**src/rtl/mem_stage.sv**
```systemverilog
// Pipeline MEM stage: drives a data-memory handshake with a wait/timeout FSM,
// detects misaligned accesses, resolves branches and registers MEM/WB.
module mem_stage #(
  parameter logic [7:0] TIMEOUT = 8'd64
) (
  input  logic        clk,
  input  logic        reset,
  input  logic [63:0] alu_result_memout,
  input  logic [63:0] adder_ex_out_mem_out,
  input  logic [63:0] mux_2_out_memout,
  input  logic [4:0]  rd_memout,
  input  logic        branch_exout_memout,
  input  logic        memread_exout_memout,
  input  logic        memwrite_exout_memout,
  input  logic        memtoreg_exout_memout,
  input  logic        regwrite_exout_memout,
  input  logic        zero_memout,
  output logic        dmem_req,
  output logic        dmem_we,
  output logic [63:0] dmem_addr,
  output logic [63:0] dmem_wdata,
  input  logic [63:0] dmem_rdata,
  input  logic        dmem_ack,
  output logic        stall,
  output logic        pcsrc,
  output logic [63:0] branch_target,
  output logic [63:0] read_data_wbout,
  output logic [63:0] alu_result_wbout,
  output logic [4:0]  rd_wbout,
  output logic        regwrite_wbout,
  output logic        memtoreg_wbout,
  output logic        err_timeout,
  output logic        err_misalign
);

  typedef enum logic {S_IDLE, S_WAIT} state_t;

  state_t      r_state;
  state_t      w_state_nxt;
  logic [7:0]  r_cnt;
  logic [7:0]  w_cnt_nxt;

  logic        w_memop;
  logic        w_misaligned;
  logic        w_req;
  logic        w_abort;
  logic        w_complete;
  logic        w_stall;
  logic        w_misalign_op;

  logic [63:0] r_read_data;
  logic [63:0] r_alu_result;
  logic [4:0]  r_rd;
  logic        r_regwrite;
  logic        r_memtoreg;
  logic        r_err_timeout;
  logic        r_err_misalign;

  assign w_memop      = memread_exout_memout | memwrite_exout_memout;
  assign w_misaligned = w_memop & (alu_result_memout[2:0] != 3'd0);

  // FSM state and wait counter
  always_ff @(posedge clk or posedge reset) begin
    if (reset) begin
      r_state <= S_IDLE;
      r_cnt   <= 8'd0;
    end else begin
      r_state <= w_state_nxt;
      r_cnt   <= w_cnt_nxt;
    end
  end

  always_comb begin
    w_state_nxt = r_state;
    w_cnt_nxt   = r_cnt;
    case (r_state)
      S_IDLE: begin
        if (w_memop && !w_misaligned && !dmem_ack) begin
          w_state_nxt = S_WAIT;
          w_cnt_nxt   = 8'd1;
        end
      end
      S_WAIT: begin
        if (dmem_ack || (r_cnt == TIMEOUT)) begin
          w_state_nxt = S_IDLE;
          w_cnt_nxt   = 8'd0;
        end else begin
          w_cnt_nxt = 8'(r_cnt + 8'd1);
        end
      end
      default: begin
        w_state_nxt = S_IDLE;
        w_cnt_nxt   = 8'd0;
      end
    endcase
  end

  // Request is gated by reset so it drops the instant reset asserts
  always_comb begin
    w_req   = 1'b0;
    w_abort = 1'b0;
    case (r_state)
      S_IDLE:  w_req = w_memop & ~w_misaligned;
      S_WAIT: begin
        w_req   = 1'b1;
        w_abort = ~dmem_ack & (r_cnt == TIMEOUT);
      end
      default: w_req = 1'b0;
    endcase
    w_req         = w_req & ~reset;
    w_abort       = w_abort & ~reset;
    w_complete    = w_req & dmem_ack;
    w_stall       = w_req & ~dmem_ack & ~w_abort;
    w_misalign_op = (r_state == S_IDLE) & w_misaligned;
  end

  assign dmem_req      = w_req;
  assign dmem_we       = w_req & memwrite_exout_memout;
  assign dmem_addr     = w_req ? alu_result_memout : 64'd0;
  assign dmem_wdata    = w_req ? mux_2_out_memout : 64'd0;
  assign stall         = w_stall;
  assign pcsrc         = branch_exout_memout & zero_memout;
  assign branch_target = adder_ex_out_mem_out;

  // MEM/WB register and sticky error flags; stall, abort and misalign all bubble
  always_ff @(posedge clk or posedge reset) begin
    if (reset) begin
      r_read_data    <= 64'd0;
      r_alu_result   <= 64'd0;
      r_rd           <= 5'd0;
      r_regwrite     <= 1'b0;
      r_memtoreg     <= 1'b0;
      r_err_timeout  <= 1'b0;
      r_err_misalign <= 1'b0;
    end else begin
      if (w_abort)       r_err_timeout  <= 1'b1;
      if (w_misalign_op) r_err_misalign <= 1'b1;
      if (w_stall || w_abort || w_misalign_op) begin
        r_regwrite <= 1'b0;
        r_memtoreg <= 1'b0;
      end else begin
        r_alu_result <= alu_result_memout;
        r_rd         <= rd_memout;
        r_regwrite   <= regwrite_exout_memout;
        r_memtoreg   <= memtoreg_exout_memout;
        if (w_complete && memread_exout_memout && !memwrite_exout_memout)
          r_read_data <= dmem_rdata;
      end
    end
  end

  assign read_data_wbout  = r_read_data;
  assign alu_result_wbout = r_alu_result;
  assign rd_wbout         = r_rd;
  assign regwrite_wbout   = r_regwrite;
  assign memtoreg_wbout   = r_memtoreg;
  assign err_timeout      = r_err_timeout;
  assign err_misalign     = r_err_misalign;

endmodule
```
**config.mk**
```make
export PLATFORM = sky130hd
export DESIGN_NAME = mem_stage
export DESIGN_NICKNAME = d
export VERILOG_FILES = /design/src/rtl/mem_stage.sv
export SDC_FILE = /design/constraint.sdc
export NUM_CORES = 1
export LEC_CHECK = 0
export ABC_AREA = 0
export BUFFER_PORTS_ARGS = -buffer_cell sky130_fd_sc_hd__buf_2
export CORE_AREA = 8 8 232 234
export DETAILED_ROUTE_END_ITERATION = 10
export DIE_AREA = 0 0 240 242
export GPL_TIMING_DRIVEN = 0
export PLACE_DENSITY = 0.37
export SETUP_SLACK_MARGIN = 0.02
export SYNTH_ARGS = -nofsm -noshare
export SYNTH_HDL_FRONTEND = slang
export SYNTH_SLANG_ARGS = --single-unit
```
**constraint.sdc**
```tcl
create_clock -name clk -period 8.25 [get_ports clk]
set_input_delay 0 -clock clk [delete_from_list [all_inputs] [get_ports clk]]
set_output_delay 0 -clock clk [all_outputs]
set_load 0.01 [all_outputs]
```
# [Yosys cells after proc, flatten, opt, wreduce, memory -nomap -nowiden]
# Cells that the tools add are included.
[word_totals] reg_bits=146 in_bits=270
[classes] addsub=1 n_eq_ne=2 n_mux=12 bitwise=18 n_reduce_logical=12
[op_table] cell="2-to-1 mux 64 bit" n=2
[op_table] cell="2-to-1 mux 8 bit" n=2
[op_table] cell="one-hot mux 8 bit (2 select lines)" n=1
[op_table] cell="bitwise AND 1 bit" n=11
[op_table] cell="adder 8 x 1 -> 8 bit, second input constant" n=1
[op_table] cell="== test 8 x 7 -> 1 bit, second input constant" n=1
[op_table] cell="NOT 1 bit" n=6
[op_table] cell="2-to-1 mux 1 bit" n=5
[op_table] cell="logical AND 1 bit" n=4
[op_table] cell="one-hot mux 1 bit (2 select lines)" n=2
[op_table] cell="zero test 1 bit" n=3
[op_table] cell="logical OR 1 bit" n=3
[op_table] cell="nonzero test 3 bit" n=1
[op_table] cell="!= test 2 bit, second input constant" n=1
[op_table] cell="AND reduction 2 bit" n=1
[op_table] cell="OR 1 bit" n=1

# [Logic depth before layout (Yosys ltp)]
[depth] word_depth=12 depth_mapped=7 mapped_depth_nobuf=6

# [Worst setup path before layout]
# No wires, ideal clock.
[synth_timing] path_kind="input port to output port" from="input reset" to="output dmem_addr[0]" t_arrival_ns=3.536 required_ns=8.250 slack_ns=4.714 cell_stages=2 path_cell_list="inv_1 -> and3_1"
[synth_via] elab_chain_cells=3
[synth_lines] item="start: declaration" line="7" source="input logic reset,"
[synth_lines] item="NOT 1 bit" line="110" source="w_req = w_req & ~reset;"
[synth_lines] item="bitwise AND 1 bit" line="110"
[synth_lines] item="2-to-1 mux 64 bit" line="119" source="assign dmem_addr = w_req ? alu_result_memout : 64'd0;"
[synth_lines] item="end: declaration" line="20" source="output logic [63:0] dmem_addr,"
# No other way between the ends.

# [Worst setup path after layout]
[layout_timing] from="input alu_result_memout[0]" to="output dmem_wdata[39]"
[layout_via] elab_chain_cells=7
[layout_lines] item="start: declaration" line="8" source="input logic [63:0] alu_result_memout,"
[layout_lines] item="nonzero test 3 bit" line="60" source="assign w_misaligned = w_memop & (alu_result_memout[2:0] != 3'd0);"
[layout_lines] item="bitwise AND 1 bit" line="60"
[layout_lines] item="NOT 1 bit" line="103" source="S_IDLE: w_req = w_memop & ~w_misaligned;"
[layout_lines] item="bitwise AND 1 bit" line="103"
[layout_lines] item="one-hot mux 1 bit (2 select lines)" line="102" source="case (r_state)"
[layout_lines] item="bitwise AND 1 bit" line="110"
[layout_lines] item="2-to-1 mux 64 bit" line="120" source="assign dmem_wdata = w_req ? mux_2_out_memout : 64'd0;"
[layout_lines] item="end: declaration" line="21" source="output logic [63:0] dmem_wdata,"
# No other way between the ends.

==> flow_summary_export.csv <==
group,metric,value,unit
floorplan,dieArea,58100,sq um
cts,root_buffer,"clkbuf_16",
route,post_drt_wl_per_cell,16.7,um
timing,worst_pin_slew,907,ps
route,routed_wl,32600,um
floorplan,rows,83,
min_path,min_from,"memread_exout_memout",
status,status,"finished clean",
synthesis,yosysWarningCount,0,
floorplan,initial_core_util,0.143,
synthesis,ys_seq_elements,146,
floorplan,fp.dieW,240,um
cts,ctsHoldBuffers,137,
synthesis,synth_edf_count,0,
layout,instances_no_fill,1953,
layout,finalInstanceArea,12800,sq um
cts,path_clk_slew,60,ps
place,dp_hpwl,26300,um
place,place_congestion,0.862,
worst_setup_path,worst_ep_arrival_time,3120,ps
worst_setup_path,critPathMaxFanout,10,
place,pre_cts_ws,5540,ps
pwr,total_power,2.34,mW
timing,hold_ws,136,ps
worst_setup_path,crit_buf_inv,5,
worst_setup_path,cp_top_family,"buffers and inverters",
layout,area_delta_synth_final,76.7,%
synthesis,synthCells,562,
cts,clkLatencyLatePin,470,ps
timing,fmax,320,MHz
timing,setup_tns,0,ps
global_routing,grt_antenna_before_repair,5,
global_routing,grt_max_degree,90,
route,first_iter_violations,141,
synthesis,syn_nets,834,
worst_setup_path,cp.required,8250,ps
pwr,leakagePower,6.86,nW
timing,hold_viol_final,0,
cts,cts_resized,0,
timing,finClkSkew,6.06,ps
timing,period_share,0.378,
layout,final_common_cell,"buf_2",
route,via_per_inst,3.43,
floorplan,coreArea,50500,sq um
global_routing,gr-total-overflow,0,
layout,multi_input_area,2890,sq um
place,dp_cells,1782,
synthesis,synth.avg_cell_area,12.8,sq um
cts,cts_htree_levels,4,
worst_setup_path,crit_path_start,"alu_result_memout[0]",
timing,period_needed,3120,ps
job,max-cap-violations,0,
layout,post-route-util,0.253,
synthesis,synth.yosys.seq_area_share,0.506,
min_path,hold_class,"in2reg",
floorplan,die_h,242,um
global_routing,grt_pass1_vias,7607,
cts,cts_tree,"yes",
global_routing,grt_pass1_wl,47300,um
route,dr_total_vias,6706,
synthesis,synth_cell_types,37,
timing,slew_headroom,0.394,
layout,seqCellArea,3650,sq um
place,detailed_place.area,10800,sq um
pwr,ir_worst_vdd,0.000109,V
worst_setup_path,cp-start-kind,"input pin",
synthesis,synth_ff_type,"dfrtp_1",
synthesis,synthesis.area,7220,sq um
cts,cts_max_path_buffers,2,
synthesis,ys_async_sr_fraction,1.00,
layout,nNetsFinal,1530,
cts,post-cts-setup-buffers,0,
worst_setup_path,criticalPathCategory,"in2out",
layout,fill_cells,5436,
floorplan,pin_count,603,
cts,cts_made_buffers,17,
timing,setup_viol,0,
worst_setup_path,end_kind,"primary output",
worst_setup_path,crit_chain,"dlygate4sd3_1 -> buf_2 -> nor3_4 -> a21oi_1 -> nor2_2 -> clkbuf_1 -> clkbuf_1 -> and2_1 -> buf_2",
route,drc_errors,0,
layout,mostFrequentLayoutCells,"buf_2, dfrtp_1, dlygate4sd3_1",
timing,fin_ws,5130,ps
route,dr.pass1.iters,4,
route,final_antenna_net_count,0,
cts,cts_sinks,146,
worst_setup_path,slowest_stage,"nor2_2",
worst_setup_path,slowest_delay,710,ps
timing,slew_violations,0,
layout,drive_above_1_share,0.621,
global_routing,grt_usage,0.108,
place,port_buffers,538,
worst_setup_path,r2r-start,"r_state$_DFF_PP0_",
timing,rsz0062_at_grt,"false",
pwr,p_per_area,183,nW/um^2
-- Yosys cell counts, drive strengths merged (2+ instances only) --
library cell | number | area, sq um
dfrtp | 146 | 3650
mux2 | 133 | 1720
and2 | 129 | 807
buf | 79 | 599
clkbuf | 14 | 52.6
inv | 7 | 26.3
and3 | 5 | 31.3
nor2 | 5 | 21.3
a21o | 4 | 30.0
a21oi | 4 | 20.0
nand2 | 4 | 15.0
o21ai | 4 | 20.0
nand3 | 3 | 15.0
nor3 | 3 | 26.3
or3 | 3 | 18.8
a22o | 2 | 17.5
ha | 2 | 25.0
-- worst reg2reg max path: stages, from the launching register on --
cell and delay, ps:
dfrtp_1 310, buf_2 230, nor2_1 160, o22ai_2 330
buf_8 190, buf_2 390, mux2_2 390
-- report_power, final --
group	internal [mW]	switching [mW]	leakage, nW
registers	0.849	0.0707	1.81
logic	0.363	0.297	4.79
clock network	0.416	0.343	0.267
total	1.63	0.711	6.86
-- kinds of logic (layout without fill, tap and decap cells) --
| logic type | Yosys count | count (layout) | share of synthesized area |
|---|---|---|---|
| AOI/OAI and AO/OA | 22 | 22 | 0.0210 |
| xor gates and xnor gates | 1 | 1 | 0.00121 |
| adders and majority gates | 2 | 2 | 0.00347 |
| buffers and inverters | 100 | 809 | 0.0939 |
| DFF | 146 | 146 | 0.506 |
| muxes | 133 | 133 | 0.239 |
| other | 0 | 2 | 0 |
| and+or+nand+nor | 158 | 158 | 0.136 |
-- final timing paths --
check / end / slack (ps) / cells past startpoint
min: err_misalign$_DFFE_PP0P_ / 140 / 4
min reg2reg: err_misalign$_DFFE_PP0P_ / 450 / 1
min in group asynchronous: read_data_wbout[62]$_DFFE_PP0P_ / 200 / 3
max in group asynchronous: alu_result_wbout[30]$_DFFE_PP0N_ / 7210 / 4
max reg2reg: alu_result_wbout[61]$_DFFE_PP0N_ / 6130 / 6
max: dmem_wdata[39] / 5130 / 9
-- layer usage --
metal | up-vias | GRT usage | routed length, um
met3 | 50 | 0.0461 | 3460
met2 | 350 | 0.193 | 16500
li1 | 3203 | - | -
met5 | - | 0 | 0
met4 | 0 | 0.0509 | 991
met1 | 3103 | 0.107 | 11600
-- layout make-up --
cell class | count | share of cell area
Antenna cell | 2 | 0.000392
Buffer | 93 | 0.0511
Clock buffer | 18 | 0.0337
Clock inverter | 14 | 0.0101
Inverter | 7 | 0.00265
Multi-Input combinational cell | 316 | 0.227
Sequential cell | 146 | 0.286
Tap cell | 680 | 0.0667
Timing Repair Buffer | 677 | 0.322
-- flip-flops by register name, summed over array words and instances, names as in the netlist --
| register | cells |
|---|---|
| alu_result_wbout | 64 |
| err_misalign | 1 |
| err_timeout | 1 |
| memtoreg_wbout | 1 |
| r_cnt | 8 |
| r_state | 1 |
| rd_wbout | 5 |
| read_data_wbout | 64 |
| regwrite_wbout | 1 |
Note: power is estimated with default switching activity, not from simulation.
